[config.mk]
export PLATFORM = sky130hd
export DESIGN_NAME = latch_reader
export DESIGN_NICKNAME = d
export VERILOG_FILES = /design/src/rtl/latch_if_pkg.sv /design/src/rtl/latch_reader_fifo.sv /design/src/rtl/latch_reader.sv
export SDC_FILE = /design/constraint.sdc
export NUM_CORES = 1
export LEC_CHECK = 0
export ABC_CLOCK_PERIOD_IN_PS = 3250
export CORE_MARGIN = 3
export CORE_UTILIZATION = 43
export DETAILED_ROUTE_END_ITERATION = 16
export PLACE_DENSITY = 0.75
export SYNTH_ARGS = -nofsm -noshare
export SYNTH_HDL_FRONTEND = slang
export SYNTH_SLANG_ARGS = --single-unit
[constraint.sdc]
create_clock -name clk -period 3.25 [get_ports clk]
set_input_delay 0.65 -clock clk [delete_from_list [all_inputs] [get_ports clk]]
set_output_delay 0.65 -clock clk [all_outputs]
set_load 0.1 [all_outputs]
[src/rtl/latch_if_pkg.sv]
// Shared types and helpers for the latch reader.
package latch_if_pkg;

    // Reader state: waiting for enable, counting stable edges, word accepted.
    typedef enum logic [1:0] {
        IDLE   = 2'd0,
        SETTLE = 2'd1,
        HELD   = 2'd2
    } lr_state_t;

    // Width of the stability counter; covers STABLE up to 15.
    localparam int unsigned STAB_W = 4;

    // Pointer width for a FIFO of n entries, never narrower than one bit.
    function automatic int unsigned clog2_min1(input int unsigned n);
        return (n <= 2) ? 1 : $clog2(n);
    endfunction

endpackage

[src/rtl/latch_reader_fifo.sv]
// Small synchronous FIFO with a registered head word and registered flags.
module latch_reader_fifo
    import latch_if_pkg::*;
#(
    parameter int unsigned WIDTH = 32,
    parameter int unsigned DEPTH = 4
) (
    input  logic                       clk,
    input  logic                       rst_n,
    input  logic                       push,
    input  logic [WIDTH-1:0]           wdata,
    input  logic                       pop,
    output logic [WIDTH-1:0]           rdata,
    output logic [$clog2(DEPTH):0]     count,
    output logic                       full,
    output logic                       empty,
    output logic                       valid
);

    localparam int unsigned PTR_W = clog2_min1(DEPTH);
    localparam int unsigned CNT_W = $clog2(DEPTH) + 1;

    logic [WIDTH-1:0] mem [DEPTH];
    logic [PTR_W-1:0] wr_ptr;
    logic [PTR_W-1:0] rd_ptr;
    logic [PTR_W-1:0] rd_inc;
    logic [CNT_W-1:0] cnt_next;
    logic [WIDTH-1:0] head_next;
    logic             do_push;
    logic             do_pop;

    // Qualify requests, next occupancy and next head word.
    always_comb begin
        do_pop    = pop && !empty;
        do_push   = push && (!full || do_pop);
        rd_inc    = rd_ptr + PTR_W'(1);
        cnt_next  = count + CNT_W'(do_push) - CNT_W'(do_pop);
        head_next = rdata;
        if (do_pop) begin
            if (count > CNT_W'(1)) begin
                head_next = mem[rd_inc];
            end else if (do_push) begin
                head_next = wdata;
            end
        end else if (empty && do_push) begin
            head_next = wdata;
        end
    end

    // Storage array; contents need no reset since occupancy guards reads.
    always_ff @(posedge clk) begin
        if (do_push) begin
            mem[wr_ptr] <= wdata;
        end
    end

    // Pointers, occupancy, flags and head register.
    always_ff @(posedge clk or negedge rst_n) begin
        if (!rst_n) begin
            wr_ptr <= '0;
            rd_ptr <= '0;
            count  <= '0;
            full   <= 1'b0;
            empty  <= 1'b1;
            valid  <= 1'b0;
            rdata  <= '0;
        end else begin
            if (do_push) begin
                wr_ptr <= wr_ptr + PTR_W'(1);
            end
            if (do_pop) begin
                rd_ptr <= rd_inc;
            end
            count <= cnt_next;
            full  <= (cnt_next == CNT_W'(DEPTH));
            empty <= (cnt_next == '0);
            valid <= (cnt_next != '0);
            rdata <= head_next;
        end
    end

endmodule

[src/rtl/latch_reader.sv]
// Samples a transparent latch and emits one word per settled value change.
module latch_reader
    import latch_if_pkg::*;
#(
    parameter int unsigned WIDTH  = 32,
    parameter int unsigned STABLE = 2,
    parameter int unsigned DEPTH  = 4
) (
    input  logic                   clk,
    input  logic                   rst_n,
    input  logic                   lat_en,
    input  logic [WIDTH-1:0]       lat_data,
    output logic                   out_valid,
    input  logic                   out_ready,
    output logic [WIDTH-1:0]       out_data,
    output logic [$clog2(DEPTH):0] count,
    output logic                   overflow
);

    localparam logic [STAB_W-1:0] STAB_LIM = STAB_W'(STABLE);

    lr_state_t         state;
    logic [WIDTH-1:0]  s_data;
    logic [STAB_W-1:0] stab_cnt;
    logic [STAB_W-1:0] cnt_next;
    logic              match;
    logic              push;
    logic              pop;
    logic              full;
    logic              empty;

    // Stability tracking and accept decision for the current edge.
    always_comb begin
        match    = (lat_data == s_data);
        cnt_next = '0;
        if (lat_en && match) begin
            cnt_next = (stab_cnt >= STAB_LIM) ? STAB_LIM : stab_cnt + STAB_W'(1);
        end
        push = lat_en && (state == SETTLE) && (cnt_next == STAB_LIM);
        pop  = out_ready && !empty;
    end

    // Sample register and stability counter.
    always_ff @(posedge clk or negedge rst_n) begin
        if (!rst_n) begin
            s_data   <= '0;
            stab_cnt <= '0;
        end else begin
            s_data   <= lat_data;
            stab_cnt <= cnt_next;
        end
    end

    // Reader FSM; dropping enable always returns to IDLE.
    always_ff @(posedge clk or negedge rst_n) begin
        if (!rst_n) begin
            state <= IDLE;
        end else if (!lat_en) begin
            state <= IDLE;
        end else begin
            unique case (state)
                IDLE:    state <= SETTLE;
                SETTLE:  if (push) state <= HELD;
                HELD:    if (!match) state <= SETTLE;
                default: state <= IDLE;
            endcase
        end
    end

    // Sticky overflow when an accepted word finds the FIFO full with no pop.
    always_ff @(posedge clk or negedge rst_n) begin
        if (!rst_n) begin
            overflow <= 1'b0;
        end else if (push && full && !pop) begin
            overflow <= 1'b1;
        end
    end

    latch_reader_fifo #(
        .WIDTH (WIDTH),
        .DEPTH (DEPTH)
    ) u_fifo (
        .clk   (clk),
        .rst_n (rst_n),
        .push  (push),
        .wdata (lat_data),
        .pop   (pop),
        .rdata (out_data),
        .count (count),
        .full  (full),
        .empty (empty),
        .valid (out_valid)
    );

endmodule

==> impl_metrics.yaml <==
outcome:
  run_status: "completed"
floorplanning:
  num_rows: 50
  io_pins: 73
  die_h_um: 146
  die-area_mm2: 0.0214
  start_util_pct: 44.6
  die_x_um: 146
  design.core.area_mm2: 0.0190
sta:
  fmax_ghz: 0.319
  worstMarginPinSlew_ns: 0.629
  rsz0062_at_grt: "false"
  min_period_ns: 3.13
  setup_violations: 0
  hold_violations: 0
  slew_viol_final: 0
  period_share_pct: 96.3
  skew_ns: 0.00878
  whs_ns: 0.127
  slew_headroom_pct: 58.0
clock_network:
  max-clock-path-buffers: 3
  cts_tree: "done"
  clkTransAtPathRegs_ns: 0.06
  cts_buffers: 22
  htree_levels: 1
  clock-sinks: 209
  cts_hold_buf: 0
  cts_setup_buffers: 0
  cts_root_buffer: "clkbuf_16"
  insertion_delay_ns: 0.50
place:
  io_buffer_count: 72
  gp_congestion: 0.825
  place_area_mm2: 0.00994
  post-dp-hpwl_um: 12300
yosys:
  synth-compound-area-share_pct: 7.85
  yosys.area.top_type: "edfxtp_1"
  synth_top_family_by_area: "multiplexers"
  synthMuxAreaShare_pct: 8.63
  syn_area_per_cell_um2: 16.6
  ys_seq_area_share_pct: 69.2
  synth_top_area_share_pct: 45.3
  synth_edf_count: 128
  synth_nets: 558
  yosys.area_share.simple_pct: 6.67
  synth.distinct_cells: 45
  synth_ff_type: "edfxtp_1"
  ys_async_sr_fraction_pct: 38.8
  ys_seq_elements: 209
  ys.warnings.count: 0
  synthXorXnorAreaFrac_pct: 3.30
  synthAdderAreaFrac_pct: 1.71
  syn_inst: 511
  synth.area.top_cells: "edfxtp_1 45%, dfrtp_1 24%, mux4_2 8.5%, o22a_1 3.3%, o41ai_1 3.3%"
  synth_area_mm2: 0.00848
final_layout:
  final_area_mm2: 0.0106
  drive_gt1_share_pct: 27.9
  nNetsFinal: 688
  antenna_cells: 0
  areaGrowthSynthToFinish_pct: 25.5
route:
  via_per_inst: 5.52
  wl_per_cell_um: 22.1
  num_vias: 5065
  firstDrtPassIters: 5
  wirelength_um: 20300
  drc: 0
  final_antenna_net_count: 0
  drt_iter0_drc: 452
worst_setup_path:
  cp.arrival_ns: 3.54
  crit_required_ns: 3.66
  reg2reg_from: "s_data[19]$_DFF_PN0_"
  cp_cell_sequence: "clkdlybuf4s50_1 -> xor2_1 -> nor4_2 -> buf_4 -> nand3_1 -> buf_4 -> nor4_4 -> and3_1 -> ha_1 -> fa_1 -> buf_4 -> nor3b_1"
  critPathKind: "in2reg"
  start_kind: "primary input"
  cp_common_cell: "buf_4"
  critPathLaunch: "lat_data[19]"
  crit_family: "simple AND/OR/NAND/NOR gates"
  cp-end-kind: "register"
  cp_num_buf_inv: 4
  slowest_delay_ns: 0.45
  slowest_stage: "fa_1"
  critPathMaxFanout: 4
global_routing:
  grt_max_degree: 46
  antenna_found_initial: 0
  grtUsageTotal_pct: 18.9
  grt_pass1_wl_um: 31800
  grt_pass1_vias: 5528
  gr-total-overflow: 0
pwr:
  ir_drop_v: 0.000919
  powerDensity_mw_per_mm2: 886
  leakagePower_uw: 0.00394
run:
  drv_cap: 0
worst_hold_path:
  hold_class: "in2async"
metal layers:
| metal | wire length (um) | track usage (%) | vias to the layer above | share of wire, % |
|---|---|---|---|---|
| li1 | - | - | 2227 | - |
| met1 | 8320 | 25.2 | 2630 | 41 |
| met2 | 10300 | 32.1 | 182 | 51 |
| met3 | 1390 | 4.25 | 26 | 6.8 |
| met4 | 283 | 3.90 | 0 | 1.4 |
| met5 | 0 | 0 | - | 0 |
area by class of cell:
type	instances	area [um2]
Fill cell	1497	8370
Multi-Input combinational cell	253	2450
Tap cell	260	325
Clock inverter	5	27.5
Clock buffer	35	652
Timing Repair Buffer	137	1250
Sequential cell	209	5870
Inverter	18	67.6
registers in the layout (all words and copies together), names as in the netlist:
signal         cells
s_data            32
u_fifo.empty       1
u_fifo.rd_ptr      2
overflow           1
u_fifo.full        1
u_fifo.mem       128
u_fifo.rdata      32
state              2
u_fifo.count       3
stab_cnt           4
u_fifo.valid       1
u_fifo.wr_ptr      2
final timing paths:
| path | depth (start not counted) | endpoint | slack, ns |
|---|---|---|---|
| max in group asynchronous | 2 | u_fifo.rdata[29]$_DFFE_PN0P_ | 2.46 |
| worst max-delay path | 12 | u_fifo.full$_DFF_PN0_ | 0.12 |
| worst min register to register | 1 | overflow$_DFFE_PN0P_ | 0.55 |
| worst max register to register | 11 | u_fifo.full$_DFF_PN0_ | 0.32 |
| worst min-delay path | 1 | u_fifo.rdata[4]$_DFFE_PN0P_ | 0.13 |
| min in group clk | 1 | overflow$_DFFE_PN0P_ | 0.55 |
placed cells by master, fill, tap and decap left out, types with 11 or more instances in the layout:
master and count:
nor2b_1 32, clkdlybuf4s50_1 34, buf_12 11, edfxtp_1 128
o22a_1 32, mux4_2 32, dfrtp_1 79, nand2_1 39
clkbuf_16 24, xor2_1 26, inv_1 15, buf_4 92
o41ai_1 32
worst register-to-register path, cell delays in order (launching register included):
cell	delay, ns
dfrtp_1	0.38
xor2_1	0.17
nor4_2	0.34
buf_4	0.17
nand3_1	0.07
buf_4	0.17
nor4_4	0.31
and3_1	0.24
ha_1	0.17
fa_1	0.45
buf_4	0.16
nor3b_1	0.20
cells in the mapped netlist, drive strengths merged (3+ instances only):
master and n:
o41ai 32, nor4 8, buf 11, and3 3
mux4 32, inv 17, nand2b 3, nand2 39
a21oi 3, xnor2 6, clkbuf 20, nor2b 32
dfrtp 80, edfxtp 128, xor2 26, and2 4
ha 10, o22a 32
repair_timing:
item,in CTS,in global routing
pin swaps,0,1
gates resized for setup,1,3
setup endpoints to repair,2,1
through the flow:
| stage | std cells | utilization, % | setup TNS (ns) | power, uW | setup slack, ns |
|---|---|---|---|---|---|
| final | 917 | 56.0 | 0 | 9440 | 0.119 |
| after global routing | 917 | 56.0 | 0 | 9800 | 0.0188 |
| after CTS | 917 | 55.9 | 0 | 9480 | 0.103 |
| after detailed placement | 877 | 52.3 | -39.64 | 7110 | -0.521 |
| after global placement | 877 | 52.3 | -39.57 | 7050 | -0.474 |
| after floorplan | 511 | - | 0 | 6140 | 0.134 |
power by group:
part	total, uW	internal (uW)	leakage [uW]	switching (uW)
Sequential	3340	3100	0.00208	248
Clock	2360	1380	0.000331	983
Combinational	3730	1230	0.00153	2500
logic make-up after synthesis:
kind of cell	Yosys count
buffers and inverters	49
AOI/OAI and AO/OA	75
xor gates and xnor gates	32
adders and majority gates	11
other	1
muxes	33
DFF	209
and+or+nand+nor	101
No activity file was read; power rests on OpenSTA's default activity.
